`src/rtl/hazard_pkg.sv`:
```
// hazard_pkg -- shared constants for the pipeline hazard controller.
//   Timing encodings for tuse (cycles until a source operand is consumed)
//   and tnew (cycles until a produced result can be forwarded), default MDU
//   latencies, and a helper that sizes the MDU busy counter.
package hazard_pkg;

  // tuse encodings: where the consuming instruction needs its operand
  localparam logic [1:0] TUSE_D = 2'd0;
  localparam logic [1:0] TUSE_E = 2'd1;
  localparam logic [1:0] TUSE_M = 2'd2;

  // tnew encodings: how many cycles until the producer's result is ready
  localparam logic [1:0] TNEW_NOW = 2'd0;
  localparam logic [1:0] TNEW_1   = 2'd1;
  localparam logic [1:0] TNEW_2   = 2'd2;

  // default MDU occupancy in cycles
  localparam int MULT_CYC_DEF = 5;
  localparam int DIV_CYC_DEF  = 10;

  // Width needed to hold the larger of the two MDU latencies.
  function automatic int cnt_width(input int a, input int b);
    int m;
    m = (a > b) ? a : b;
    if (m < 1) m = 1;
    return $clog2(m + 1);
  endfunction

endpackage

```
`src/rtl/hazard_ctrl_mdu_busy_ctr.sv`:
```
// mdu_busy_ctr -- tracks how long the multiply/divide unit stays occupied.
//   clk    : rising-edge clock
//   reset  : asynchronous, active-high; abandons any in-flight count
//   start  : operation issued this cycle (ignored while busy)
//   is_div : issued operation is a divide (else multiply)
//   busy   : high while the counter is nonzero
module mdu_busy_ctr
  import hazard_pkg::*;
#(
  parameter int MULT_CYC = MULT_CYC_DEF,
  parameter int DIV_CYC  = DIV_CYC_DEF
) (
  input  logic clk,
  input  logic reset,
  input  logic start,
  input  logic is_div,
  output logic busy
);

  localparam int CNT_W = cnt_width(MULT_CYC, DIV_CYC);
  localparam logic [CNT_W-1:0] MULT_LD = CNT_W'(MULT_CYC);
  localparam logic [CNT_W-1:0] DIV_LD  = CNT_W'(DIV_CYC);

  if (MULT_CYC < 1 || DIV_CYC < 1) begin : g_bad_cfg
    $error("mdu_busy_ctr: MULT_CYC and DIV_CYC must both be at least 1");
  end

  logic [CNT_W-1:0] cnt;

  // A start arriving while busy neither reloads nor extends the count.
  always_ff @(posedge clk or posedge reset) begin
    if (reset) begin
      cnt <= '0;
    end else if (start && (cnt == '0)) begin
      cnt <= is_div ? DIV_LD : MULT_LD;
    end else if (cnt != '0) begin
      cnt <= cnt - CNT_W'(1);
    end
  end

  assign busy = (cnt != '0);

endmodule

```
`src/rtl/hazard_ctrl.sv`:
```
// hazard_ctrl -- decode-stage stall/flush generation for a 5-stage pipeline.
//   Register hazards: a D-stage source that matches the E or M destination
//   stalls when it is needed (tuse) before the producer can forward (tnew).
//   Register 0 never hazards. MDU hazards stall any mult/div/hi/lo
//   instruction while the MDU is busy or being issued in E.
// Ports:
//   clk, reset            : clock, asynchronous active-high reset
//   rs_D, rt_D            : D-stage source addresses
//   use_rs_D, use_rt_D    : source actually read
//   tuse_rs_D, tuse_rt_D  : cycles until each source is consumed
//   a3_E, tnew_E          : E-stage destination and its readiness
//   a3_M, tnew_M          : M-stage destination and its readiness
//   md_start_E, md_is_div_E : MDU issue in E and its kind
//   md_use_D              : D instruction touches the MDU
//   stall, flush_E        : freeze F/D, bubble into D/E (identical)
//   md_busy               : MDU operation in flight
//   stall_cnt             : saturating stall-cycle counter, present only
//                           when HAZARD_STALL_CNT_EN is defined
module hazard_ctrl
  import hazard_pkg::*;
#(
  parameter int REG_AW   = 5,
  parameter int MULT_CYC = MULT_CYC_DEF,
  parameter int DIV_CYC  = DIV_CYC_DEF
) (
  input  logic              clk,
  input  logic              reset,
  input  logic [REG_AW-1:0] rs_D,
  input  logic [REG_AW-1:0] rt_D,
  input  logic              use_rs_D,
  input  logic              use_rt_D,
  input  logic [1:0]        tuse_rs_D,
  input  logic [1:0]        tuse_rt_D,
  input  logic [REG_AW-1:0] a3_E,
  input  logic [1:0]        tnew_E,
  input  logic [REG_AW-1:0] a3_M,
  input  logic [1:0]        tnew_M,
  input  logic              md_start_E,
  input  logic              md_is_div_E,
  input  logic              md_use_D,
  output logic              stall,
  output logic              flush_E,
  output logic              md_busy
`ifdef HAZARD_STALL_CNT_EN
  ,
  output logic [31:0]       stall_cnt
`endif
);

  // One source operand against both producer stages; E and M are equal peers.
  function automatic logic src_hazard(
    input logic              use_src,
    input logic [REG_AW-1:0] src,
    input logic [1:0]        tuse,
    input logic [REG_AW-1:0] dst_e,
    input logic [1:0]        tn_e,
    input logic [REG_AW-1:0] dst_m,
    input logic [1:0]        tn_m
  );
    logic hit_e, hit_m;
    hit_e = (src == dst_e) && (tuse < tn_e);
    hit_m = (src == dst_m) && (tuse < tn_m);
    return use_src && (src != '0) && (hit_e || hit_m);
  endfunction

  logic rs_haz, rt_haz, md_haz;

  mdu_busy_ctr #(
    .MULT_CYC (MULT_CYC),
    .DIV_CYC  (DIV_CYC)
  ) u_busy (
    .clk    (clk),
    .reset  (reset),
    .start  (md_start_E),
    .is_div (md_is_div_E),
    .busy   (md_busy)
  );

  always_comb begin
    rs_haz  = src_hazard(use_rs_D, rs_D, tuse_rs_D, a3_E, tnew_E, a3_M, tnew_M);
    rt_haz  = src_hazard(use_rt_D, rt_D, tuse_rt_D, a3_E, tnew_E, a3_M, tnew_M);
    md_haz  = md_use_D && (md_busy || md_start_E);
    stall   = rs_haz || rt_haz || md_haz;
    flush_E = stall;
  end

`ifdef HAZARD_STALL_CNT_EN
  always_ff @(posedge clk or posedge reset) begin
    if (reset) begin
      stall_cnt <= '0;
    end else if (stall && (stall_cnt != 32'hFFFF_FFFF)) begin
      stall_cnt <= stall_cnt + 32'd1;
    end
  end
`endif

endmodule

```
`config.mk`:
```
export PLATFORM = sky130hd
export DESIGN_NAME = hazard_ctrl
export DESIGN_NICKNAME = d
export VERILOG_FILES = /design/src/rtl/hazard_pkg.sv /design/src/rtl/hazard_ctrl_mdu_busy_ctr.sv /design/src/rtl/hazard_ctrl.sv
export SDC_FILE = /design/constraint.sdc
export NUM_CORES = 1
export LEC_CHECK = 0
export ABC_AREA = 1
export CORE_MARGIN = 2
export CORE_UTILIZATION = 35
export DETAILED_ROUTE_END_ITERATION = 16
export GPL_TIMING_DRIVEN = 1
export PLACE_DENSITY_LB_ADDON = 0.05
export SLEW_MARGIN = 15
export SYNTH_ARGS = -nofsm -noshare
export SYNTH_HDL_FRONTEND = slang
export SYNTH_HIERARCHICAL = 1
export SYNTH_SLANG_ARGS = --single-unit
```
`constraint.sdc`:
```
create_clock -name clk -period 5.94 [get_ports clk]
set_input_delay 1.782 -clock clk [delete_from_list [all_inputs] [get_ports clk]]
set_output_delay 1.782 -clock clk [all_outputs]
set_load 0.02 [all_outputs]
```
==> results of run 1 <==
area by class of cell:
type,instances,area share (%)
Multi-Input combinational cell,106,46.6
Timing Repair Buffer,37,30.7
Sequential cell,4,8.29
Tap cell,28,2.90
Inverter,31,9.64
Clock buffer,3,1.87
worst paths after layout:
check / start / endpoint / cells after the start
min in group asynchronous: reset / u_busy/cnt[1]$_DFFE_PP0P_ / 2
setup / recovery: tnew_E[1] / flush_E / 10
setup reg to reg: u_busy/cnt[0]$_DFFE_PP0P_ / u_busy/cnt[1]$_DFFE_PP0P_ / 5
hold reg to reg: u_busy/cnt[0]$_DFFE_PP0P_ / u_busy/cnt[0]$_DFFE_PP0P_ / 2
max in group asynchronous: reset / u_busy/cnt[0]$_DFFE_PP0P_ / 2
hold / removal: u_busy/cnt[0]$_DFFE_PP0P_ / u_busy/cnt[0]$_DFFE_PP0P_ / 2
per-layer routing:
metal	wire [um]	up-vias
met1	972	421
met5	0	-
li1	-	513
met2	1090	18
met4	6	0
met3	80	2
kinds of logic after synthesis:
kind of cell,count (synthesis)
buffers and inverters,32
AND/OR/NAND/NOR,84
flip-flops,4
adder cells (fa/ha/maj),6
XOR/XNOR,5
AO/OA/AOI/OAI,11
synthesized netlist by cell type:
master	count	area [sq um]
or2_1	1	6.26
o21bai_1	2	15.0
xnor2_1	3	26.3
o21ai_1	1	5.00
nand2_2	1	6.26
dfrtp_1	4	100
nor2_4	1	11.3
ha_1	6	75.1
a21oi_2	1	8.76
xor2_1	2	17.5
a21oi_1	1	5.00
o21ai_0	3	15.0
nor2_2	1	6.26
nand4_1	5	31.3
nand3_2	3	30.0
a21boi_0	3	22.5
nor2_1	12	45.0
nand3_1	9	45.0
nand2_1	51	191
inv_2	6	22.5
inv_1	25	93.8
buf_4	1	7.51
per-stage QoR:
stage	area, sq um	power [mW]	hold slack, ns	worst slack (ns)	util (%)
after floorplan	787	0.147	0.509	1.37	-
after global placement	1180	0.195	0.553	0.511	54.6
after detailed placement	1180	0.200	0.553	0.485	54.6
after CTS	1210	0.234	0.561	0.478	55.7
after global routing	1210	0.261	0.607	0.339	55.7
final	1210	0.232	0.559	0.495	55.7
power by group through the flow:
| stage | clock network (mW) | registers (mW) | logic [mW] |
|---|---|---|---|
| 3_3_place_gp | 0 | 0.0566 | 0.138 |
| 2_1_floorplan | 0 | 0.0534 | 0.0937 |
| 5_1_grt | 0.0367 | 0.0589 | 0.165 |
| 3_5_place_dp | 0 | 0.0569 | 0.143 |
| 4_1_cts | 0.0341 | 0.0567 | 0.144 |
| 6_report | 0.0325 | 0.0568 | 0.143 |
worst reg2reg max path, delay by kind of cell (launching register included):
kind	cells	cell delay (ns)
buffers and inverters	1	0.15
and+or+nand+nor	3	0.29
DFF	1	0.38
adders and majority gates	1	0.31
==> summary.md, run 1 <==
| Metric | Value |
|---|---|
| Routed wire length | `2150 um` |
| Crit start category | `input port` |
| Antenna violations before repair | `0` |
| DR DRC count | `0` |
| Drt pass-1 iters | `3` |
| Via Count | `954` |
| First-pass GRT wire length | `3620 um` |
| WP buf/inv | `3` |
| FMAX | `184 MHz` |
| Initial DRC count | `5` |
| Synthesis-stage register bit count | `4` |
| Leading cell type in the layout, fill and taps excluded | `nand2_1` |
| PD cells | `192 nW/um^2` |
| Lkg Pwr | `0.651 nW` |
| Top Usage Layer GRT | `met2` |
| Worst path top cell family by delay | `buffers and inverters` |
| Slowest CP cell | `clkdlybuf4s50_1` |
| Placed cell count | `206` |
| Critical Path, Cell by Cell | `clkdlybuf4s50_1 > inv_1 > ha_1 > a21boi_0 > nor2_1 > nand3_2 > nand2_1 > nand2_1 > nand3_2 > clkdlybuf4s50_1` |
| Most frequent cells in the layout | `nand2_1, clkdlybuf4s50_1, inv_1` |
| Distinct cells, synth | `22` |
| Mux cell area share after synthesis | `0%` |
| Syn Area/Cell | `5.54 sq um` |
| FF/Latch Area | `100 sq um` |
| Sw Share | `43.2%` |
| Skew final | `0.00180 ns` |
| Sink Count | `4` |
| Largest family of logic cells by synthesized area | `simple AND/OR/NAND/NOR gates` |
| Crit Path Class | `in -> out` |
| Row count | `17` |
| # diodes | `0` |
| Post-DP HPWL | `1930 um` |
| GRT Total Usage | `18.1%` |
| Largest net degree at the start of global routing | `7` |
| Nets | `224` |
| Hold Crit Class | `reg -> reg` |
| Met3 usage | `2.63%` |
| CTS Buf Count | `3` |
| Sequential power share | `24.5%` |
| Number of global-route vias before repair | `935` |
| Worst setup EP type | `output pin` |
| Clock-pin slew on the worst setup and hold paths | `0.03 ns` |
| Max VDD drop | `0.123 mV` |
| Sw Pwr | `0.100 mW` |
| Core region area | `2170 sq um` |
| Initial Util | `36.3%` |
| Post-CTS Hold Buffers | `0` |
| Sequential cell area fraction in the yosys report | `12.7%` |
| Die area | `2640 sq um` |
| Post-synthesis cell count | `142` |
| Layout cells sized above 1 | `8.84%` |
| Grt met2 use | `34.8%` |
| Slew @ Worst Pin | `0.236 ns` |
| Worst stage delay on the critical path | `0.60 ns` |
| Setup Buffers After CTS | `0` |
| I/O Buffers | `37` |
| Largest Register | `u_busy/cnt` |
| Filler Cells Inserted | `246` |
| CTS Buffer Depth | `2` |
| Arrival time at the worst endpoint | `3.66 ns` |
| CP Max Fanout | `2` |
| Yosys warnings | `6` |
| Io pins | `38` |
| CP required | `4.16 ns` |
| Total negative slack | `0 ns` |
| GPL Wtd Cong | `0.893` |
| Finished Layout Cells | `209` |
| GR Util met1 | `20.2%` |
| Vias per inst | `4.56` |
| Final period util | `91.7%` |
| Adder-cell area share of the yosys netlist | `9.54%` |
| Clk network pwr share | `14.0%` |
| Final global-route overflow total | `0` |
| Area grow syn2layout | `53.4%` |
| Synth Area in XOR/XNOR | `5.56%` |
| Clk Latency, worst-skew pair | `0.23 ns` |
| Simple-Gate Fraction of Synth Area | `47.4%` |
| Hold Fails Final Rpt | `0` |
| Final setup vio count | `0` |
| Slew headroom | `84.3%` |
| Area of the multi-input gates | `563 sq um` |
| # resized after CTS | `0` |
| Post-DRT Antenna Nets | `0` |
| Max FFs per register | `4` |
| Die height | `51.4 um` |
| Max-capacitance violation count | `0` |
| Synthesized net count | `183` |
| Status | `finished, final reports clean` |
| Mapped Area | `787 sq um` |
| Biggest regs | `u_busy/cnt (4)` |
| Die X | `51.4 um` |
| TritonCTS clock tree | `done` |
| Comb pwr share | `61.6%` |
| Pins Over Slew Limit | `0` |
| Complex-gate fraction of the synthesized area | `9.06%` |
| H-tree depth | `1` |
| RSZ-0062 raised after global routing | `false` |
| R2R Setup Slk | `4.70 ns` |
| Wire per inst | `10.3 um` |
| CTS root buf | `clkbuf_4` |
| Pint | `0.132 mW` |
| Post-layout min period | `5.45 ns` |
Power figures use the tool's default switching activity.
==> run 2, diff against run 1 <==
--- a/config.mk
+++ b/config.mk
@@ -6,6 +6,7 @@
 export NUM_CORES = 1
 export LEC_CHECK = 0
 export ABC_AREA = 1
+export CAP_MARGIN = 20
 export CORE_MARGIN = 2
 export CORE_UTILIZATION = 35
 export DETAILED_ROUTE_END_ITERATION = 16
==> results of run 2 <==
Same layout as run 1: the final DEF is identical, and so are final timing and power.
